### src/rtl/cell_win_pkg.sv
// Shared definitions for the cell window engine: FSM encoding, image
// geometry and the window-origin table that drives the sequential ALU.
package cell_win_pkg;

    typedef enum logic [1:0] {
        IDLE = 2'd0,
        LOAD = 2'd1,
        CALC = 2'd2,
        DONE = 2'd3
    } state_t;

    localparam int IMG_DIM = 4;
    localparam int N_PIX   = 16;
    localparam int N_CELLS = 8;
    localparam int N_SUM   = 4;

    typedef enum logic {
        OP_SUM3 = 1'b0,
        OP_MAX2 = 1'b1
    } win_op_t;

    typedef struct packed {
        logic [1:0] row;
        logic [1:0] col;
        win_op_t    op;
    } win_origin_t;

    // Window table: indices 0..3 are the overlapping 3x3 sums,
    // 4..7 the non-overlapping 2x2 max-pool blocks, both in 11,12,21,22 order.
    function automatic win_origin_t win_origin(input logic [2:0] idx);
        win_origin_t o;
        case (idx)
            3'd0:    o = '{row: 2'd0, col: 2'd0, op: OP_SUM3};
            3'd1:    o = '{row: 2'd0, col: 2'd1, op: OP_SUM3};
            3'd2:    o = '{row: 2'd1, col: 2'd0, op: OP_SUM3};
            3'd3:    o = '{row: 2'd1, col: 2'd1, op: OP_SUM3};
            3'd4:    o = '{row: 2'd0, col: 2'd0, op: OP_MAX2};
            3'd5:    o = '{row: 2'd0, col: 2'd2, op: OP_MAX2};
            3'd6:    o = '{row: 2'd2, col: 2'd0, op: OP_MAX2};
            default: o = '{row: 2'd2, col: 2'd2, op: OP_MAX2};
        endcase
        return o;
    endfunction

endpackage

### src/rtl/cell_window_engine_if.sv
// Pixel stream and frame control bundle between a producer (master)
// and the cell window engine (slave).
interface cell_window_engine_if #(
    parameter int PIX_W = 4
) ();
    logic             start;
    logic             pix_valid;
    logic [PIX_W-1:0] pix_data;
    logic             pix_ready;
    logic             busy;
    logic             done;

    modport master (
        output start, pix_valid, pix_data,
        input  pix_ready, busy, done
    );

    modport slave (
        input  start, pix_valid, pix_data,
        output pix_ready, busy, done
    );
endinterface

### src/rtl/cell_window_alu.sv
// Combinational window evaluator: given the full 16-pixel store and a
// window index, produces the 8-bit result for that window.
// Build option: CELL_SAT_EN makes 3x3 sums saturate at 255 instead of
// wrapping modulo 256.
module cell_window_alu
    import cell_win_pkg::*;
#(
    parameter int PIX_W = 4
) (
    input  logic [PIX_W-1:0] pix [N_PIX],
    input  logic [2:0]       win_idx,
    output logic [7:0]       result
);

    localparam int SUM_W = PIX_W + 4;

    win_origin_t      org;
    logic [SUM_W-1:0] sum;
    logic [PIX_W-1:0] mx;
    logic [3:0]       a_sum;
    logic [3:0]       a_max;
    logic [7:0]       sum8;

    // Evaluate both operations from the window origin and pick by op type
    always_comb begin
        org   = win_origin(win_idx);
        sum   = '0;
        mx    = '0;
        a_sum = '0;
        a_max = '0;
        for (int i = 0; i < 3; i++) begin
            for (int j = 0; j < 3; j++) begin
                a_sum = {2'(org.row + 2'(i)), 2'(org.col + 2'(j))};
                sum   = sum + SUM_W'(pix[a_sum]);
            end
        end
        for (int i = 0; i < 2; i++) begin
            for (int j = 0; j < 2; j++) begin
                a_max = {2'(org.row + 2'(i)), 2'(org.col + 2'(j))};
                if (pix[a_max] > mx) begin
                    mx = pix[a_max];
                end
            end
        end
`ifdef CELL_SAT_EN
        sum8 = (12'(sum) > 12'd255) ? 8'd255 : 8'(sum);
`else
        sum8 = 8'(sum);
`endif
        result = (org.op == OP_MAX2) ? 8'(mx) : sum8;
    end

endmodule

### src/rtl/cell_window_engine.sv
// Cell window engine: loads a 4x4 image over a valid/ready stream, then
// evaluates eight windows one per cycle into shadow registers and commits
// all eight outputs at once so the display never sees a partial frame.
// Build option: CELL_SAT_EN (3x3 sums saturate instead of truncating).
module cell_window_engine
    import cell_win_pkg::*;
#(
    parameter int PIX_W = 4
) (
    input  logic                    clk,
    input  logic                    rst,
    cell_window_engine_if.slave     bus,
    output logic [7:0]              cell_3x3_11,
    output logic [7:0]              cell_3x3_12,
    output logic [7:0]              cell_3x3_21,
    output logic [7:0]              cell_3x3_22,
    output logic [7:0]              cell_2x2_11,
    output logic [7:0]              cell_2x2_12,
    output logic [7:0]              cell_2x2_21,
    output logic [7:0]              cell_2x2_22
);

    state_t           state_reg;
    logic [3:0]       pix_idx_reg;
    logic [2:0]       win_idx_reg;
    logic             pix_ready_reg;
    logic             busy_reg;
    logic             done_reg;
    logic [7:0]       shadow_reg [N_CELLS];
    logic [7:0]       out_reg    [N_CELLS];
    logic [PIX_W-1:0] pix_word   [N_PIX];
    logic [7:0]       alu_result;
    logic             accept;

    assign accept = (state_reg == LOAD) && pix_ready_reg && bus.pix_valid;

    // Pixel store: one register per raster position, written on accept
    genvar gi;
    generate
        for (gi = 0; gi < N_PIX; gi++) begin : g_pix
            logic [PIX_W-1:0] px_reg;
            always_ff @(posedge clk) begin
                if (rst) begin
                    px_reg <= '0;
                end else if (accept && (pix_idx_reg == 4'(gi))) begin
                    px_reg <= bus.pix_data;
                end
            end
            assign pix_word[gi] = px_reg;
        end
    endgenerate

    cell_window_alu #(
        .PIX_W (PIX_W)
    ) u_alu (
        .pix     (pix_word),
        .win_idx (win_idx_reg),
        .result  (alu_result)
    );

    // Frame sequencer with registered handshake/status outputs
    always_ff @(posedge clk) begin
        if (rst) begin
            state_reg     <= IDLE;
            pix_idx_reg   <= '0;
            win_idx_reg   <= '0;
            pix_ready_reg <= 1'b0;
            busy_reg      <= 1'b0;
            done_reg      <= 1'b0;
        end else begin
            done_reg <= 1'b0;
            case (state_reg)
                IDLE: begin
                    if (bus.start) begin
                        state_reg     <= LOAD;
                        pix_idx_reg   <= '0;
                        pix_ready_reg <= 1'b1;
                        busy_reg      <= 1'b1;
                    end
                end
                LOAD: begin
                    if (accept) begin
                        pix_idx_reg <= pix_idx_reg + 4'd1;
                        if (pix_idx_reg == 4'(N_PIX - 1)) begin
                            state_reg     <= CALC;
                            pix_ready_reg <= 1'b0;
                            win_idx_reg   <= '0;
                        end
                    end
                end
                CALC: begin
                    win_idx_reg <= win_idx_reg + 3'd1;
                    if (win_idx_reg == 3'(N_CELLS - 1)) begin
                        state_reg <= DONE;
                        done_reg  <= 1'b1;
                    end
                end
                DONE: begin
                    state_reg <= IDLE;
                    busy_reg  <= 1'b0;
                end
                default: begin
                    state_reg <= IDLE;
                end
            endcase
        end
    end

    // Shadow capture per window, then a single commit of all eight outputs;
    // the last window bypasses its shadow so it lands in the same edge
    always_ff @(posedge clk) begin
        if (rst) begin
            for (int k = 0; k < N_CELLS; k++) begin
                shadow_reg[k] <= '0;
                out_reg[k]    <= '0;
            end
        end else if (state_reg == CALC) begin
            shadow_reg[win_idx_reg] <= alu_result;
            if (win_idx_reg == 3'(N_CELLS - 1)) begin
                for (int k = 0; k < N_CELLS - 1; k++) begin
                    out_reg[k] <= shadow_reg[k];
                end
                out_reg[N_CELLS-1] <= alu_result;
            end
        end
    end

    assign bus.pix_ready = pix_ready_reg;
    assign bus.busy      = busy_reg;
    assign bus.done      = done_reg;

    assign cell_3x3_11 = out_reg[0];
    assign cell_3x3_12 = out_reg[1];
    assign cell_3x3_21 = out_reg[2];
    assign cell_3x3_22 = out_reg[3];
    assign cell_2x2_11 = out_reg[4];
    assign cell_2x2_12 = out_reg[5];
    assign cell_2x2_21 = out_reg[6];
    assign cell_2x2_22 = out_reg[7];

endmodule

### src/flat_wrapper.sv
// flat-port wrapper written by rule: the top's interface ports become plain ports
module cell_window_engine_flat import cell_win_pkg::*;
#(
    parameter int PIX_W = 4
)
  (clk, rst, cell_3x3_11, cell_3x3_12, cell_3x3_21, cell_3x3_22, cell_2x2_11, cell_2x2_12, cell_2x2_21, cell_2x2_22, bus_start, bus_pix_valid, bus_pix_data, bus_pix_ready, bus_busy, bus_done);
  cell_window_engine_if #(.PIX_W(PIX_W)) bus_i ();
  input  logic clk;
  input  logic rst;
  output logic [7:0] cell_3x3_11;
  output logic [7:0] cell_3x3_12;
  output logic [7:0] cell_3x3_21;
  output logic [7:0] cell_3x3_22;
  output logic [7:0] cell_2x2_11;
  output logic [7:0] cell_2x2_12;
  output logic [7:0] cell_2x2_21;
  output logic [7:0] cell_2x2_22;
  input wire logic [$bits(bus_i.start)-1:0] bus_start;
  input wire logic [$bits(bus_i.pix_valid)-1:0] bus_pix_valid;
  input wire logic [$bits(bus_i.pix_data)-1:0] bus_pix_data;
  output wire logic [$bits(bus_i.pix_ready)-1:0] bus_pix_ready;
  output wire logic [$bits(bus_i.busy)-1:0] bus_busy;
  output wire logic [$bits(bus_i.done)-1:0] bus_done;
  assign bus_i.start = bus_start;
  assign bus_i.pix_valid = bus_pix_valid;
  assign bus_i.pix_data = bus_pix_data;
  assign bus_pix_ready = bus_i.pix_ready;
  assign bus_busy = bus_i.busy;
  assign bus_done = bus_i.done;
  cell_window_engine #(.PIX_W(PIX_W)) u_core (.clk(clk), .rst(rst), .bus(bus_i), .cell_3x3_11(cell_3x3_11), .cell_3x3_12(cell_3x3_12), .cell_3x3_21(cell_3x3_21), .cell_3x3_22(cell_3x3_22), .cell_2x2_11(cell_2x2_11), .cell_2x2_12(cell_2x2_12), .cell_2x2_21(cell_2x2_21), .cell_2x2_22(cell_2x2_22));
endmodule
### config.mk
export PLATFORM = sky130hd
export DESIGN_NAME = cell_window_engine_flat
export DESIGN_NICKNAME = d
export VERILOG_FILES = /design/src/rtl/cell_win_pkg.sv /design/src/rtl/cell_window_engine_if.sv /design/src/rtl/cell_window_alu.sv /design/src/rtl/cell_window_engine.sv /design/src/flat_wrapper.sv
export SDC_FILE = /design/constraint.sdc
export NUM_CORES = 1
export LEC_CHECK = 0
export BUFFER_PORTS_ARGS = -buffer_cell sky130_fd_sc_hd__buf_4
export CORE_UTILIZATION = 50
export DETAILED_ROUTE_END_ITERATION = 10
export GPL_TIMING_DRIVEN = 0
export PLACE_DENSITY = 0.69
export SLEW_MARGIN = 0
export SYNTH_ARGS = -nofsm -noshare
export SYNTH_HDL_FRONTEND = slang
export SYNTH_SLANG_ARGS = --single-unit
### constraint.sdc
create_clock -name clk -period 11.7 [get_ports clk]
set_input_delay 0.585 -clock clk [delete_from_list [all_inputs] [get_ports clk]]
set_output_delay 0.585 -clock clk [all_outputs]
set_load 0.005 [all_outputs]
==> results of run 1 <==
[Yosys cell counts, drive strengths merged, types with 2 or more instances]
cell     count
a311oi      12
fa          26
mux4        22
a21o         5
xor2         2
a21oi       79
o31ai        4
a221oi       5
mux2i       55
mux2         5
o211ai       7
nor3b        5
o311ai       2
nor3         9
nor2       144
nand3       58
or4          2
nand4        5
nor4         6
o41ai        2
a22oi        4
xnor2        3
a211oi       4
or2          3
ha          35
clkinv       2
or4bb        2
nand2      135
dfxtp       76
and3         8
o21a         3
edfxtp     120
a31oi       17
nand2b      17
clkbuf      64
o2111ai      3
or3          2
nor2b       16
inv         37
o21ai       50
a32oi       33
buf         31
and2        57
[repair_timing]
item / 4_1_cts / 5_1_grt
gates resized for setup: 0 / 1
hold buffers: 0 / 0
endpoints found under the setup margin: 0 / 8
endpoints found under the hold margin: 0 / 0
[worst max-delay path: cells and delay by family, from the launching register on]
kind / cells / cell delay [ns]
compound gates: 10 / 2.81
fa+ha+maj: 4 / 1.24
buf+inv: 9 / 3.49
flops: 1 / 0.46
mux: 3 / 1.40
simple gates: 5 / 1.42
[cells by family (layout without fill, tap and decap cells)]
logic type / Yosys count / in the layout / synth area share (%)
XOR/XNOR: 5 / 5 / 0.379
buffers and inverters: 134 / 237 / 4.70
AO/OA/AOI/OAI: 242 / 242 / 13.7
AND/OR/NAND/NOR: 473 / 473 / 19.1
multiplexers: 82 / 82 / 9.53
adder cells (fa/ha/maj): 61 / 61 / 8.28
flip-flops: 196 / 196 / 44.3
[layer usage]
layer / track usage, % / routed length [um]
met2: 50.8 / 16900
met5: 0 / 0
met4: 20.2 / 2430
met1: 38.4 / 14200
met3: 5.24 / 2740
[how the worst max path moves through the flow]
stage | from | endpoint | slack, ns | cells past startpoint
after floorplan | u_core.win_idx_reg[2] | u_core.out_reg[0][57] | 3.37 | 32
after global placement | u_core.win_idx_reg[2] | u_core.shadow_reg[1][1] | 0.50 | 31
after detailed placement | u_core.win_idx_reg[2] | u_core.shadow_reg[1][1] | 0.60 | 31
after CTS | u_core.win_idx_reg[2] | u_core.shadow_reg[5][1] | 0.53 | 31
after global routing | u_core.win_idx_reg[2] | u_core.shadow_reg[5][1] | 0.08 | 30
final | u_core.win_idx_reg[2] | u_core.shadow_reg[5][1] | 0.57 | 31
[cells in the final DEF (no fill, tap or decap), types with 4 or more instances in the layout]
master and count:
mux2i_1 55, a21o_1 4, a21oi_1 78, nor3b_1 5
and3_1 8, ha_1 35, nand2_1 135, a31oi_1 17
dfxtp_1 76, and2_1 57, nor3_1 9, o21ai_1 6
a211oi_1 4, nand2b_1 17, clkbuf_1 64, nand3_1 58
mux2_2 5, a311oi_1 11, buf_2 18, nand4_1 5
nor2_1 144, fa_1 26, inv_12 6, a32oi_1 33
o211ai_1 6, clkbuf_16 17, mux4_2 22, a221oi_1 5
inv_1 37, a22oi_1 4, nor4_1 6, buf_1 10
nor2b_1 16, buf_4 71, edfxtp_1 120, o21ai_0 43
[final cells by class]
class	count	area (sq um)	area share, %
flip-flops and latches	196	5120	39.0
well taps	285	357	2.72
inverters	39	146	1.12
clock buffers	17	425	3.24
multi-input cells	863	5910	45.0
repair buffers	71	546	4.16
plain buffers	95	398	3.03
clock inverters	15	226	1.72
[report_power, final]
group          total [mW]  switching, mW  internal (mW)
registers           0.787         0.0168          0.770
clock network       0.644          0.337          0.307
logic                1.18          0.778          0.400
[metrics by stage]
step / setup WS, ns / util [%] / cells / power (mW) / area, sq um
2_1_floorplan: 3.37 / - / 1193 / 1.58 / 11600
3_3_place_gp: 0.502 / 55.0 / 1548 / 1.95 / 12500
3_5_place_dp: 0.603 / 55.1 / 1549 / 1.96 / 12500
4_1_cts: 0.527 / 58.0 / 1581 / 2.60 / 13100
5_1_grt: 0.0837 / 58.0 / 1581 / 2.74 / 13100
6_report: 0.565 / 58.0 / 1581 / 2.61 / 13100
==> metrics.yaml, run 1 <==
status:
  status: "finished, final reports clean"
route:
  wl_um: 36300
  wl_per_cell_um: 22.9
  drt-vias-per-instance: 6.19
  antenna_left: 0
  vias: 9785
  dr.pass1.iters: 6
  drc: 0
  drt_iter0_markers: 1065
cells_and_area:
  n_fill_cell: 2035
  drive_gt1_share_pct: 12.5
  n_antenna_cell: 0
  final_nets: 1352
  area_delta_synth_final_pct: 13.5
yosys:
  synth.area.top_cells: "edfxtp_1 (31%), dfxtp_1 (13%), mux2i_1 (4.8%)"
  synth_edf_count: 120
  synth.distinct_cells: 69
  synth_top_area_share_pct: 31.1
  synth_warnings: 0
  synth.cell_area_sq_um: 11600
  synth_top_cell_by_area: "edfxtp_1"
  synthesis.instances: 1193
  ys_ff_latch: 196
  syn-num-nets: 1262
  avgSynthCellArea_sq_um: 9.70
  synth_seq_area_share_pct: 44.3
  yosys_most_used_dff: "edfxtp_1"
  synthArstFlopShare_pct: 0
global_routing:
  grt_usage_pct: 31.2
  grt_pass1_vias: 9248
  grt_pass1_wl_um: 55200
  grt.overflow.total: 0
  grt_max_degree: 47
  antenna_found_initial: 0
pwr:
  p_leak_nw: 4.80
  ir_drop_mv: 0.138
  powerDensity_nw_per_um2: 199
min_path:
  holdPathEnd: "u_core.g_pix[11].px_reg[0]"
  worstHoldStart: "u_core.g_pix[11].px_reg[0]"
  hp-class: "reg -> reg"
  min_path_cells: 2
timing:
  worst_pin_slew_ns: 1.16
  holdWs_ns: 0.498
  slew_violations: 0
  period_share_pct: 95.2
  setup_viol: 0
  fin_crit_ns: 11.13
  worst_slew_margin_rel_pct: 22.6
  rsz0062_at_grt: "no"
  fmax_mhz: 89.8
  hold_viol_final: 0
  tns_ns: 0
  finalClockSkew_ns: 0.0188
floorplanning:
  io_pins: 75
  die_h_um: 154
  fp-row-count: 55
  initial_core_util_pct: 51.1
  die_w_um: 154
  die_area_sq_um: 23700
  core-area_sq_um: 22600
cts:
  postCtsSetupBuffers: 0
  cts-root-buf: "clkbuf_16"
  cts_max_level: 4
  worst_skew_pair.late_latency_ns: 0.46
  cts_tree: "built"
  clk_pin_slew_ns: 0.09
  cts.sinks: 196
  cts_buffer_depth: 2
  numCtsBuffers: 17
setup_path:
  rr_endpoint: "u_core.shadow_reg[5][1]"
  cp.arrival_ns: 11.31
  timing.rr.start: "u_core.win_idx_reg[2]"
  crit_type: "reg -> reg"
  path_max_fanout: 10
  r2r_slack_ns: 0.57
  rr_worst_depth: 31
  crit_top_cell: "clkbuf_1"
  startpoint_type: "flop"
  cp_data_required_time_ns: 11.87
  slowest_delay_ns: 0.64
  cp-end-kind: "flop"
  cp_slowest_cell: "nor4_1"
flow_run:
  maxCapViolations: 0
placed_design:
  dp_hpwl_um: 27600
  place_congestion: 1.05
  numPortBuffers: 70
Power figures use the tool's default switching activity.
==> run 2, diff against run 1 <==
REMOVE_ABC_BUFFERS = 1   (was not set)
==> run 2 against run 1 <==
Critical path depth fell by 4. Combinational power fell by 8%. Flip-flop and latch count stayed put. Global-route usage shrank 5.1 points. Final cell count decreased by 5.3%. Sequential share of layout area increased by 0.75 points. Power fell by 3.3%. Worst setup slack improved by 0.13 ns. Final area decreased by 1.8%. Maximum frequency grew 1.2%. Die area unchanged. Sequential power about the same. Highest routed layer unchanged.
==> metrics.yaml, run 2 (synthesis results as in run 1) <==
pwr:
  p_leak_nw: 4.69  # -2.4%
  ir_drop_mv: 0.158  # +14%
  powerDensity_nw_per_um2: 196  # -1.4%
cts:
  clk_pin_slew_ns: 0.09  # about the same
  cts_buffer_depth: 2  # unchanged
  numCtsBuffers: 17  # unchanged
  cts-root-buf: "clkbuf_16"
  cts_tree: "built"
  cts_max_level: 4  # unchanged
  cts.sinks: 196  # unchanged
  worst_skew_pair.late_latency_ns: 0.46  # about the same
global_routing:
  grt_usage_pct: 26.0  # -5.1 points
  grt_use_met2_pct: 41.9  # -9.0 points
  grt_pass1_wl_um: 47700  # -14%
  grt.busiest_layer: "met2"
  antenna_found_initial: 0  # unchanged
  use_met3_pct: 4.28  # -0.96 points
  grt.overflow.total: 0  # unchanged
  grt_pass1_vias: 8585  # -7.2%
  grt_max_degree: 102  # +120%
  grt.met1_usage_pct: 34.8  # -3.6 points
route:
  vias: 9329  # -4.7%
  wl_per_cell_um: 20.2  # -12%
  wl_um: 30200  # -17%
  dr.pass1.iters: 6  # unchanged
  drt_iter0_markers: 841  # -21%
  antenna_left: 0  # unchanged
  drc: 0  # unchanged
  drt-vias-per-instance: 6.23  # +0.69%
cells_and_area:
  n_antenna_cell: 0  # unchanged
  drive_gt1_share_pct: 13.7  # +1.2 points
  n_fill_cell: 1942  # -4.6%
  final_cell_mix: "nor2_1 (142), nand2_1 (133), edfxtp_1 (120)"
  final_util_pct: 56.9  # -1.1 points
  final_common_cell: "nor2_1"
  final_nets: 1268  # -6.2%
  final_area_sq_um: 12900  # -1.8%
  area_delta_synth_final_pct: 11.4
placed_design:
  placed_cell_area_sq_um: 12200  # -2.1%
  dp_hpwl_um: 21100  # -24%
  numPortBuffers: 74  # +5.7%
  place_congestion: 0.958  # -9.1%
  dp_slack_ns: -0.924  # -1.53 ns
floorplanning:
  die_area_sq_um: 23700  # unchanged
  die_h_um: 154  # unchanged
  die_w_um: 154  # unchanged
  initial_core_util_pct: 51.1  # unchanged
  io_pins: 75  # unchanged
  fp-row-count: 55  # unchanged
  core-area_sq_um: 22600  # unchanged
setup_path:
  slowest_delay_ns: 1.10  # +0.46 ns
  cp_data_required_time_ns: 11.87  # about the same
  cp-end-kind: "flop"
  crit_type: "reg -> reg"
  cp.arrival_ns: 11.17  # -0.14 ns
  crit_top_cell: "ha_1"
  path_max_fanout: 51  # +41
  startpoint_type: "flop"
  cp_slowest_cell: "or4_2"
timing:
  setup_viol: 0  # unchanged
  fin_crit_ns: 11.00  # -0.132 ns
  finalClockSkew_ns: 0.0141  # -0.00475 ns
  hold_viol_final: 0  # unchanged
  tns_ns: 0  # unchanged
  layout_setup_ws_ns: 0.697  # +0.132 ns
  holdWs_ns: 0.491  # -0.00695 ns
  slew_violations: 0  # unchanged
  worst_slew_margin_rel_pct: 21.6  # -1.1 points
  worst_pin_slew_ns: 1.17  # +0.0183 ns
  fmax_mhz: 90.9  # +1.2%
  period_share_pct: 94.0  # -1.1 points
  rsz0062_at_grt: "no"
flow_run:
  maxCapViolations: 0  # unchanged
status:
  status: "finished, final reports clean"
min_path:
  hp-class: "reg -> reg"
run 2: cell count changes in the layout (fill, tap and decap cells not counted), moves of 6 or more:
| cell | previous run | this run |
|---|---|---|
| buf_1 | 10 | 0 |
| buf_2 | 18 | 0 |
| buf_4 | 71 | 77 |
| clkbuf_1 | 64 | 0 |
run 2: worst paths after layout:
check | end | startpoint | slack [ns] | cells after the start
hold / removal | u_core.bus.busy | u_core.bus.busy | 0.49 | 2
setup / recovery | u_core.shadow_reg[1][1] | u_core.win_idx_reg[1] | 0.70 | 27
setup reg to reg | u_core.shadow_reg[1][1] | u_core.win_idx_reg[1] | 0.70 | 27
hold reg to reg | u_core.bus.busy | u_core.bus.busy | 0.49 | 2
run 2: cell type report:
type,count,area (sq um),share of cell area (%)
multi-input combinational,863,5930,46.1
sequential,196,5130,39.8
clock inverter,15,230,1.79
timing repair buffer,82,659,5.12
tap,285,357,2.77
clock buffer,17,425,3.30
inverter,39,153,1.18
run 2: routing by layer:
layer	up-vias	part of all wire, %
li1	4304	-
met1	4495	41
met2	467	47
met3	63	7.9
met4	0	3.8
met5	-	0
run 2: per-stage QoR:
step | instances | total power [mW]
after global placement | 1457 | 1.86
after global routing | 1497 | 2.67
after floorplan | 1098 | 1.55
after detailed placement | 1465 | 1.88
after CTS | 1497 | 2.51
final | 1497 | 2.52
run 2: worst max-delay path, delay by kind of cell (launching register included):
family                     cells  cell delay, ns
AOI/OAI and AO/OA             11            3.61
and+or+nand+nor                8            3.01
adders and majority gates      4            1.51
muxes                          2            1.05
DFF                            1            1.00
buffers and inverters          2            0.49
run 2: power breakdown:
group	total (mW)	switching, mW	internal (mW)
clock network	0.640	0.335	0.306
logic	1.09	0.710	0.384
registers	0.789	0.0189	0.770
total	2.52	1.06	1.46
run 2: what timing repair did:
action	in CTS	in global routing
resized for setup	3	4
buffers inserted	0	0
hold buffers	0	0
setup endpoints to repair	32	32
==> run 3, diff against run 2 <==
SYNTH_HIERARCHICAL = 1   (was not set)
==> run 3 against run 2 <==
Sequential power up 2%. First-iteration DRC count down 31%. Combinational power about the same. Highest routed layer unchanged. Maximum frequency up 46%. Wire length down 23%. Worst hold slack worse by 0.051 ns. Core utilization up 0.73 points. Sequential share of layout area up 2.4 points. Critical path type unchanged.
==> metrics.yaml, run 3 <==
cells_and_area:
  area_delta_synth_final_pct: 13.0
  final_area_sq_um: 12200  # -5.7%
  final-seq-area_sq_um: 5130  # +0.12%
  multi_input_area_sq_um: 5260  # -11%
  stdcell_count: 1306  # -13%
  n_fill_cell: 1791  # -7.8%
  n_antenna_cell: 0  # unchanged
  drive_gt1_share_pct: 15.0  # +1.3 points
  final_nets: 1085  # -14%
  final_common_cell: "edfxtp_1"
  final_util_pct: 57.6  # +0.73 points
  final_cell_mix: "edfxtp_1 (120), nor2_1 (98), mux2i_1 (96)"
min_path:
  worstHoldStart: "bus_start"
  min_path_cells: 3  # +1
  hp-class: "in -> reg"
  holdPathEnd: "u_core/bus.busy"
setup_path:
  path_buf_inv: 1  # -1
  rr_worst_depth: 25  # -7.4%
  rr_endpoint: "u_core/shadow_reg[3][2]"
  crit_type: "reg -> reg"
  crit_top_cell: "o21ai_0"
  r2r_slack_ns: 4.17  # +3.47 ns
  slowest_delay_ns: 1.06  # -0.04 ns
  cp_slowest_cell: "a221oi_1"
  crit_family: "compound AO/OA/AOI/OAI gates"
  timing.rr.start: "u_core/win_idx_reg[2]"
  cp_data_required_time_ns: 12.00  # +0.13 ns
  startpoint_type: "flop"
  cp.arrival_ns: 7.83  # -3.34 ns
  cp-end-kind: "flop"
  path_max_fanout: 65  # +27%
global_routing:
  grt.overflow.total: 0  # unchanged
  grt_pass1_wl_um: 37400  # -22%
  grt_usage_pct: 22.1  # -3.9 points
  antenna_found_initial: 0  # unchanged
  grt_pass1_vias: 6786  # -21%
  grt_max_degree: 97  # -4.9%
floorplanning:
  core-area_sq_um: 21100  # -6.9%
  die_w_um: 149  # -3.5%
  die_area_sq_um: 22100  # -6.9%
  fp-row-count: 53  # -3.6%
  initial_core_util_pct: 51.0  # -0.094 points
  die_h_um: 149  # -3.5%
  io_pins: 75  # unchanged
yosys:
  ys_ff_latch: 196  # unchanged
  synth_top_cell_by_area: "edfxtp_1"
  synth.area.top_cells: "edfxtp_1 (34%), dfxtp_1 (14%), mux2i_1 (8.9%)"
  synth.most_common_cell: "edfxtp_1"
  synth.cell_area_sq_um: 10800  # -7.0%
  synth_edf_count: 120  # unchanged
  yosys_most_used_dff: "edfxtp_1"
  synth_warnings: 6  # +6
  avgSynthCellArea_sq_um: 11.0  # +14%
  synth_top_area_share_pct: 33.5  # +2.4 points
  synthesis.instances: 977  # -18%
  synthArstFlopShare_pct: 0  # unchanged
  synth.distinct_cells: 52  # -25%
  yosys-top-cells-count: "edfxtp_1 (120), nor2_1 (98), mux2i_1 (96)"
  synth_seq_area_share_pct: 47.7  # +3.3 points
cts:
  postCtsSetupBuffers: 0  # unchanged
  cts_tree: "built"
  cts_hold_buffers: 0  # unchanged
  worst_skew_pair.late_latency_ns: 0.44  # -0.02 ns
  cts-resized-gates: 0  # -3
  numCtsBuffers: 17  # unchanged
  cts.sinks: 196  # unchanged
  clk_pin_slew_ns: 0.08  # about the same
  cts_max_level: 4  # unchanged
  cts-root-buf: "clkbuf_16"
  cts_buffer_depth: 2  # unchanged
pwr:
  internal-power_mw: 1.47  # +0.70%
  p_leak_nw: 4.66  # -0.61%
  swShare_pct: 41.0  # -1.2 points
  p_switching_mw: 1.02  # -4.0%
  pwr-share-clk_pct: 24.3  # -1.1 points
  comb_power_share_pct: 43.5  # about the same
  seq_power_share_pct: 32.2  # +0.9 points
  ir_drop_mv: 0.134  # -16%
  powerDensity_nw_per_um2: 205  # +4.6%
  total_power_mw: 2.49  # -1.3%
timing:
  tns_ns: 0  # unchanged
  slew_violations: 0  # unchanged
  hold_viol_final: 0  # unchanged
  fin_crit_ns: 7.53  # -3.47 ns
  rsz0062_at_grt: "no"
  fmax_mhz: 133  # +46%
  worst_pin_slew_ns: 1.35  # +0.177 ns
  setup_viol: 0  # unchanged
  worst_slew_margin_rel_pct: 9.94  # -12 points
  period_share_pct: 64.3  # -30 points
  finalClockSkew_ns: 0.0117  # -0.00234 ns
route:
  wl_um: 23200  # -23%
  drt-vias-per-instance: 5.67  # -8.9%
  antenna_left: 0  # unchanged
  drc: 0  # unchanged
  wl_per_cell_um: 17.8  # -12%
  dr.pass1.iters: 5  # -1
  drt_iter0_markers: 577  # -31%
  vias: 7411  # -21%
placed_design:
  dp_hpwl_um: 15900  # -25%
  placed_cell_area_sq_um: 11500  # -5.6%
  place_congestion: 0.820  # -14%
  numPortBuffers: 74  # unchanged
  dp.cells: 1274  # -13%
flow_run:
  maxCapViolations: 0  # unchanged
status:
  status: "finished, final reports clean"
[run 3: cell count changes in the layout (fill, tap and decap cells not counted), sizes merged, moves of 11 or more]
| cell | before | now |
|---|---|---|
| o21ai | 50 | 61 |
| nand2 | 135 | 65 |
| a211oi | 4 | 20 |
| a31oi | 17 | 3 |
| nand3 | 58 | 8 |
| a32oi | 33 | 1 |
| a311oi | 12 | 0 |
| nor2 | 144 | 99 |
| mux2i | 55 | 96 |
| a21oi | 79 | 45 |
| and3 | 8 | 49 |
| nand2b | 17 | 3 |
[run 3: per-stage QoR]
step / worst slack (ns) / hold WS (ns)
2_1_floorplan: 3.46 / 0.460
3_3_place_gp: 1.36 / 0.469
3_5_place_dp: 4.26 / 0.471
4_1_cts: 4.23 / 0.424
5_1_grt: 3.59 / 0.429
6_report: 4.17 / 0.440
[run 3: worst min-delay path, delay by kind of cell]
| kind | cells | cell delay (ns) |
|---|---|---|
| buf+inv | 1 | 0.12 |
| compound gates | 1 | 0.06 |
| simple gates | 1 | 0.07 |
[run 3: final cells by class]
type | count | share of cell area, %
clock buffers | 17 | 3.50
clock inverters | 15 | 1.65
inverters | 38 | 1.17
multi-input cells | 687 | 43.3
flip-flops and latches | 196 | 42.2
well taps | 275 | 2.83
repair buffers | 78 | 5.35
[run 3: kinds of logic after synthesis]
| kind of cell | share of synthesized area (%) |
|---|---|
| adder cells (fa/ha/maj) | 8.54 |
| flip-flops | 47.7 |
| AO/OA/AOI/OAI | 8.83 |
| AND/OR/NAND/NOR | 15.6 |
| buffers and inverters | 3.47 |
| XOR/XNOR | 0.407 |
| multiplexers | 15.5 |
[run 3: per-layer routing]
layer  part of all wire (%)  track usage, %
met5                      0               0
met4                    2.7            9.33
met3                    5.3            3.50
met2                     47            33.6
met1                     45            31.3
[run 3: worst max-delay path by stage]
stage / end / depth (start not counted) / start / slack (ns)
finish: u_core/shadow_reg[3][2] / 25 / u_core/win_idx_reg[2] / 4.17
global route: u_core/out_reg[1][26] / 25 / u_core/win_idx_reg[2] / 3.59
global placement: u_core/shadow_reg[3][2] / 24 / u_core/win_idx_reg[2] / 1.36
detailed placement: u_core/shadow_reg[3][2] / 25 / u_core/win_idx_reg[2] / 4.26
floorplan: u_core/shadow_reg[0][6] / 20 / u_core/win_idx_reg[2] / 3.46
CTS: u_core/shadow_reg[3][2] / 25 / u_core/win_idx_reg[2] / 4.23
[run 3: power by group through the flow]
| stage | registers, mW | logic (mW) | clock network (mW) |
|---|---|---|---|
| finish | 0.802 | 1.08 | 0.604 |
| global route | 0.807 | 1.23 | 0.645 |
| CTS | 0.802 | 1.09 | 0.617 |
| detailed placement | 0.818 | 1.08 | 0 |
| global placement | 0.845 | 1.05 | 0 |
| floorplan | 0.834 | 0.743 | 0 |
